--- src/rtl/multi_operand_accumulator_if.sv ---
// multi_operand_accumulator_if: valid/ready bundle for the multi-operand accumulator.
// Input side carries the operand vector plus Mode/Clr sidebands. Output side carries
// the sum and the sticky overflow flag.
interface multi_operand_accumulator_if #(
    parameter int N  = 16,
    parameter int W  = 8,
    parameter int OW = 32
);
    logic                  in_valid;
    logic                  in_ready;
    logic [N-1:0][W-1:0]   in_data;
    logic                  mode;
    logic                  clr;
    logic                  out_valid;
    logic                  out_ready;
    logic [OW-1:0]         out_sum;
    logic                  overflow;

    modport master (
        output in_valid, in_data, mode, clr, out_ready,
        input  in_ready, out_valid, out_sum, overflow
    );

    modport slave (
        input  in_valid, in_data, mode, clr, out_ready,
        output in_ready, out_valid, out_sum, overflow
    );
endinterface

--- src/rtl/multi_operand_accumulator.sv ---
// multi_operand_accumulator: pipelined N-operand adder tree with an optional running
// accumulator and stall-all valid/ready flow control.
// Stages: operand capture, log2(N) registered tree levels, registered final stage.
// Build option MOA_SATURATE_EN: Mode 1 results clamp to all-ones on overflow
// instead of wrapping.

// One registered pair-adder node of the reduction tree.
module moa_node #(
    parameter int OW = 32
) (
    input  logic          clk,
    input  logic          rst_n,
    input  logic          en,
    input  logic [OW-1:0] a,
    input  logic [OW-1:0] b,
    output logic [OW-1:0] sum
);
    // Register the pair sum; hold while the pipeline is stalled.
    always_ff @(posedge clk or negedge rst_n) begin
        if (!rst_n)  sum <= '0;
        else if (en) sum <= a + b;
    end
endmodule

module multi_operand_accumulator #(
    parameter int N  = 16,
    parameter int W  = 8,
    parameter int OW = 32
) (
    input  logic clk,
    input  logic rst_n,
    multi_operand_accumulator_if.slave bus
);
    localparam int L = $clog2(N);

    logic                 en;
    logic [N-1:0][OW-1:0] leaf;      // zero-extended operands, stage 0
    logic [N-1:1][OW-1:0] sum_node;  // heap-ordered tree, node 1 is the root
    logic [L:0]           vld_pipe;
    logic [L:0]           mode_pipe;
    logic [L:0]           clr_pipe;
    logic [OW-1:0]        acc;
    logic [OW-1:0]        base;
    logic [OW:0]          s;
    logic [OW-1:0]        acc_sum;

    // Stall-all: everything advances only when the output register can move.
    assign en          = !bus.out_valid || bus.out_ready;
    assign bus.in_ready = en;

    // Capture operands (zero-extended) and the valid/sideband bits at entry.
    always_ff @(posedge clk or negedge rst_n) begin
        if (!rst_n) begin
            leaf      <= '0;
            vld_pipe  <= '0;
            mode_pipe <= '0;
            clr_pipe  <= '0;
        end else if (en) begin
            for (int k = 0; k < N; k++) leaf[k] <= OW'(bus.in_data[k]);
            vld_pipe  <= {vld_pipe[L-1:0],  bus.in_valid};
            mode_pipe <= {mode_pipe[L-1:0], bus.mode};
            clr_pipe  <= {clr_pipe[L-1:0],  bus.clr};
        end
    end

    // Node i sums children 2i and 2i+1; children at index >= N are leaves.
    // All leaves sit at the same depth, so every node index lands on one level.
    for (genvar i = 1; i < N; i++) begin : g_node
        if (2 * i >= N) begin : g_leaf_pair
            moa_node #(.OW(OW)) u_node (
                .clk(clk), .rst_n(rst_n), .en(en),
                .a(leaf[2*i-N]), .b(leaf[2*i+1-N]), .sum(sum_node[i])
            );
        end else begin : g_inner_pair
            moa_node #(.OW(OW)) u_node (
                .clk(clk), .rst_n(rst_n), .en(en),
                .a(sum_node[2*i]), .b(sum_node[2*i+1]), .sum(sum_node[i])
            );
        end
    end

    // Accumulate path: one carry bit beyond OW detects overflow.
    always_comb begin
        base = clr_pipe[L] ? '0 : acc;
        s    = {1'b0, base} + {1'b0, sum_node[1]};
`ifdef MOA_SATURATE_EN
        acc_sum = s[OW] ? '1 : s[OW-1:0];
`else
        acc_sum = s[OW-1:0];
`endif
    end

    // Final stage: bubbles advance out_valid but never touch acc/sum/overflow.
    always_ff @(posedge clk or negedge rst_n) begin
        if (!rst_n) begin
            bus.out_valid <= 1'b0;
            bus.out_sum   <= '0;
            bus.overflow  <= 1'b0;
            acc           <= '0;
        end else if (en) begin
            bus.out_valid <= vld_pipe[L];
            if (vld_pipe[L]) begin
                if (mode_pipe[L]) begin
                    bus.out_sum  <= acc_sum;
                    acc          <= acc_sum;
                    bus.overflow <= (bus.overflow && !clr_pipe[L]) || s[OW];
                end else begin
                    bus.out_sum <= sum_node[1];
                    acc         <= sum_node[1];
                    if (clr_pipe[L]) bus.overflow <= 1'b0;
                end
            end
        end
    end
endmodule

--- src/flat_wrapper.sv ---
// flat-port wrapper written by rule: the top's interface ports become plain ports
module multi_operand_accumulator_flat 
#(
    parameter int N  = 16,
    parameter int W  = 8,
    parameter int OW = 32
)
  (clk, rst_n, bus_in_valid, bus_in_data, bus_mode, bus_clr, bus_out_ready, bus_in_ready, bus_out_valid, bus_out_sum, bus_overflow);
  multi_operand_accumulator_if #(.N(N), .W(W), .OW(OW)) bus_i ();
  input  logic clk;
  input  logic rst_n;
  input wire logic [$bits(bus_i.in_valid)-1:0] bus_in_valid;
  input wire logic [$bits(bus_i.in_data)-1:0] bus_in_data;
  input wire logic [$bits(bus_i.mode)-1:0] bus_mode;
  input wire logic [$bits(bus_i.clr)-1:0] bus_clr;
  input wire logic [$bits(bus_i.out_ready)-1:0] bus_out_ready;
  output wire logic [$bits(bus_i.in_ready)-1:0] bus_in_ready;
  output wire logic [$bits(bus_i.out_valid)-1:0] bus_out_valid;
  output wire logic [$bits(bus_i.out_sum)-1:0] bus_out_sum;
  output wire logic [$bits(bus_i.overflow)-1:0] bus_overflow;
  assign bus_i.in_valid = bus_in_valid;
  assign bus_i.in_data = bus_in_data;
  assign bus_i.mode = bus_mode;
  assign bus_i.clr = bus_clr;
  assign bus_i.out_ready = bus_out_ready;
  assign bus_in_ready = bus_i.in_ready;
  assign bus_out_valid = bus_i.out_valid;
  assign bus_out_sum = bus_i.out_sum;
  assign bus_overflow = bus_i.overflow;
  multi_operand_accumulator #(.N(N), .W(W), .OW(OW)) u_core (.clk(clk), .rst_n(rst_n), .bus(bus_i));
endmodule
--- config.mk ---
export PLATFORM = sky130hd
export DESIGN_NAME = multi_operand_accumulator_flat
export DESIGN_NICKNAME = d
export VERILOG_FILES = /design/src/rtl/multi_operand_accumulator_if.sv /design/src/rtl/multi_operand_accumulator.sv /design/src/flat_wrapper.sv
export SDC_FILE = /design/constraint.sdc
export NUM_CORES = 1
export LEC_CHECK = 0
export ABC_AREA = 1
export BUFFER_PORTS_ARGS = -buffer_cell sky130_fd_sc_hd__buf_4
export CORE_ASPECT_RATIO = 0.5
export CORE_MARGIN = 2
export CORE_UTILIZATION = 60
export CTS_CLUSTER_DIAMETER = 100
export DETAILED_ROUTE_END_ITERATION = 7
export PLACE_DENSITY = 0.89
export SLEW_MARGIN = 20
export SYNTH_ARGS = -nofsm -noshare
export SYNTH_HDL_FRONTEND = slang
export SYNTH_SLANG_ARGS = --single-unit
--- constraint.sdc ---
create_clock -name clk -period 3.49 [get_ports clk]
set_input_delay 0.698 -clock clk [delete_from_list [all_inputs] [get_ports clk]]
set_output_delay 0.698 -clock clk [all_outputs]
set_load 0.01 [all_outputs]
==> impl_metrics.py <==
metrics = {
    "outcome": {
        "status": "complete, no violations",
    },
    "synth": {
        "ys_ff_latch": 323,
        "synth-main-ff-cell": "dfrtp_1",
        "synth_cells": 2526,
        "synthArstFlopShare_pct": 100,
        "synthXorXnorAreaFrac_pct": 2.45,
        "postSynthAreaPerCell_um2": 7.63,
        "synth_top_family_by_area": "simple AND/OR/NAND/NOR gates",
        "synth_edf_count": 0,
        "synth_area_mm2": 0.0193,
        "synth_nets": 2819,
        "ys_seq_area_share_pct": 41.9,
        "synth_compound_area_share_pct": 8.90,
        "synth_fa_ha_area_share_pct": 10.9,
        "ys.warnings.count": 0,
        "synth_mux_area_share_pct": 0,
        "synthSimpleGateAreaFrac_pct": 28.7,
        "synth_cell_types": 38,
    },
    "drt": {
        "drc": 0,
        "wl_mm": 47.0,
        "routedWlPerCell_um": 15.1,
        "ant_nets": 0,
        "drt_iter0_drc": 1460,
        "drt-pass1-iter-count": 5,
        "via_count": 16852,
        "drt-vias-per-instance": 5.41,
    },
    "global_route": {
        "grt_usage_pct": 28.1,
        "grt_pass1_wl_mm": 77.7,
        "grt_overflow": 0,
        "grt_pass1_vias": 16239,
        "grt_start_max_net_pins": 269,
        "antenna_found_initial": 1,
    },
    "timing": {
        "grt_setup_unrepaired": "false",
        "finalCritPeriodShare_pct": 71.1,
        "hold_violations": 0,
        "worstMarginPinSlew_ns": 1.12,
        "finalSetupTns_ns": 0,
        "clock_skew_ns": 0.0237,
        "period_needed_ns": 2.48,
        "setup_viol": 0,
        "max_freq_mhz": 403,
        "relSlewSlack_pct": 25.4,
        "drv_slew": 0,
        "final.setup.worst_slack_ns": 1.01,
    },
    "worst_setup_path": {
        "reg2reg_setup_slack_ns": 1.03,
        "crit_arrival_ns": 1.78,
        "r2r_cells": 11,
        "start_kind": "register",
        "r2r_start": "u_core.clr_pipe[4]",
        "regToRegEndpoint": "u_core.bus.out_sum[20]",
        "path_class": "register to primary output",
        "worstPathMaxFanout": 73,
        "cp_data_required_time_ns": 2.79,
        "setup.worst_path.end_class": "primary output",
    },
    "power": {
        "p_per_area_mw_per_mm2": 974,
        "leakagePower_uw": 0.0118,
        "ir_worst_vdd_mv": 0.576,
    },
    "cts": {
        "post_cts_buffers": 0,
        "cts_tree": "built",
        "h-tree-depth": 1,
        "cts_buffer_depth": 3,
        "clk_pin_slew_ns": 0.07,
        "cts_buffers": 30,
        "clk_latency_ns": 0.60,
        "postCtsHoldBufs": 0,
        "cts.sinks": 323,
        "cts-root-buf": "clkbuf_16",
        "cts_resized": 0,
    },
    "layout": {
        "finalInstanceArea_mm2": 0.0219,
        "drive_gt1_share_pct": 11.0,
        "fillers": 2478,
        "syn_to_final_growth_pct": 13.8,
        "final_common_cell": "nand2_1",
        "finish.utilization_pct": 69.3,
        "final_nets": 2957,
        "diodes": 0,
        "final_cell_mix": "nand2_1, dfrtp_1, inv_1",
    },
    "placed_design": {
        "placed_area_mm2": 0.0209,
        "io_buffers": 168,
        "dp_hpwl_mm": 33.5,
        "gp_congestion": 0.928,
        "dp_slack_ns": 1.08,
    },
    "flow_run": {
        "drv_cap": 0,
    },
    "die": {
        "dieArea_mm2": 0.0337,
        "die_height_um": 131,
        "core_area_mm2": 0.0317,
        "initial_utilization_pct": 60.9,
        "io-pin-count": 169,
        "row_count": 46,
        "die_x_um": 257,
    },
    "min_path": {
        "hold_path_class": "primary input to async pin",
    },
}
[per-layer routing]
metal	track usage [%]	wire, µm	up-vias
met1	37.4	21200	7914
met5	0	0	-
met2	49.3	22200	461
met4	7.96	1140	0
li1	-	-	8387
met3	3.59	2430	90
[stage by stage]
stage	hold WS (ns)	std cells	total power [µW]
after floorplan	0.402	2526	14700
after global placement	0.454	3064	17300
after detailed placement	0.459	3064	17700
after CTS	0.0860	3117	21300
after global routing	0.119	3117	23300
final	0.0899	3117	21400
[cells in the mapped netlist, types with 16 or more instances]
cell type | instances | area share (%)
dfrtp_1 | 323 | 42
a21oi_1 | 102 | 2.6
nand2_1 | 955 | 19
fa_1 | 16 | 1.7
xnor2_1 | 26 | 1.2
ha_1 | 143 | 9.3
o21ai_0 | 137 | 3.6
a31oi_1 | 42 | 1.4
buf_2 | 28 | 0.73
nor2_1 | 118 | 2.3
or2_2 | 25 | 0.81
nand3_1 | 147 | 3.8
xor2_1 | 28 | 1.3
clkbuf_1 | 42 | 0.82
nand4_1 | 40 | 1.3
inv_1 | 260 | 5.1
[how the worst max path moves through the flow]
stage	cells after the start	start	slack, ns	endpoint
4_1_cts	4	u_core.bus.out_valid	1.0	bus_in_ready
6_report	4	u_core.bus.out_valid	1.01	bus_in_ready
2_1_floorplan	13	u_core.clr_pipe[4]	0.98	u_core.bus.out_sum[6]
3_5_place_dp	11	u_core.clr_pipe[4]	1.08	u_core.bus.out_sum[20]
5_1_grt	11	u_core.clr_pipe[4]	0.83	u_core.bus.out_sum[28]
3_3_place_gp	13	u_core.clr_pipe[4]	1.13	u_core.bus.out_sum[18]
[final cells by class]
type	count	area, µm²	share of cell area, %
inverters	270	1030	4.68
repair buffers	180	1420	6.48
flip-flops and latches	323	8080	36.9
multi-input cells	1859	9830	44.8
clock inverters	14	205	0.936
clock buffers	39	825	3.76
well taps	432	541	2.46
[worst max-delay path, cell delays in order, from the launching register on]
cell and delay, ns:
dfrtp_1 0.39, inv_1 0.08, nor2_4 0.26, inv_8 0.22, buf_4 0.22
[kinds of logic after synthesis]
group | count (synthesis)
AO/OA/AOI/OAI | 316
adder cells (fa/ha/maj) | 159
buffers and inverters | 344
flip-flops | 323
AND/OR/NAND/NOR | 1330
XOR/XNOR | 54
[power by group]
group / internal (µW) / switching (µW)
sequential: 5300 / 1160
clock: 1970 / 1500
combinational: 4300 / 7140
[state kept, by name, indices dropped and copies added, names as in the netlist]
register	cells
u_core.mode_pipe	5
u_core.bus.out_valid	1
u_core.leaf	128
u_core.bus.out_sum	32
u_core.g_node.g_inner_pair.u_node.sum	74
u_core.bus.overflow	1
u_core.clr_pipe	5
u_core.vld_pipe	5
u_core.g_node.g_leaf_pair.u_node.sum	72
Note: power is estimated with default switching activity, not from simulation.
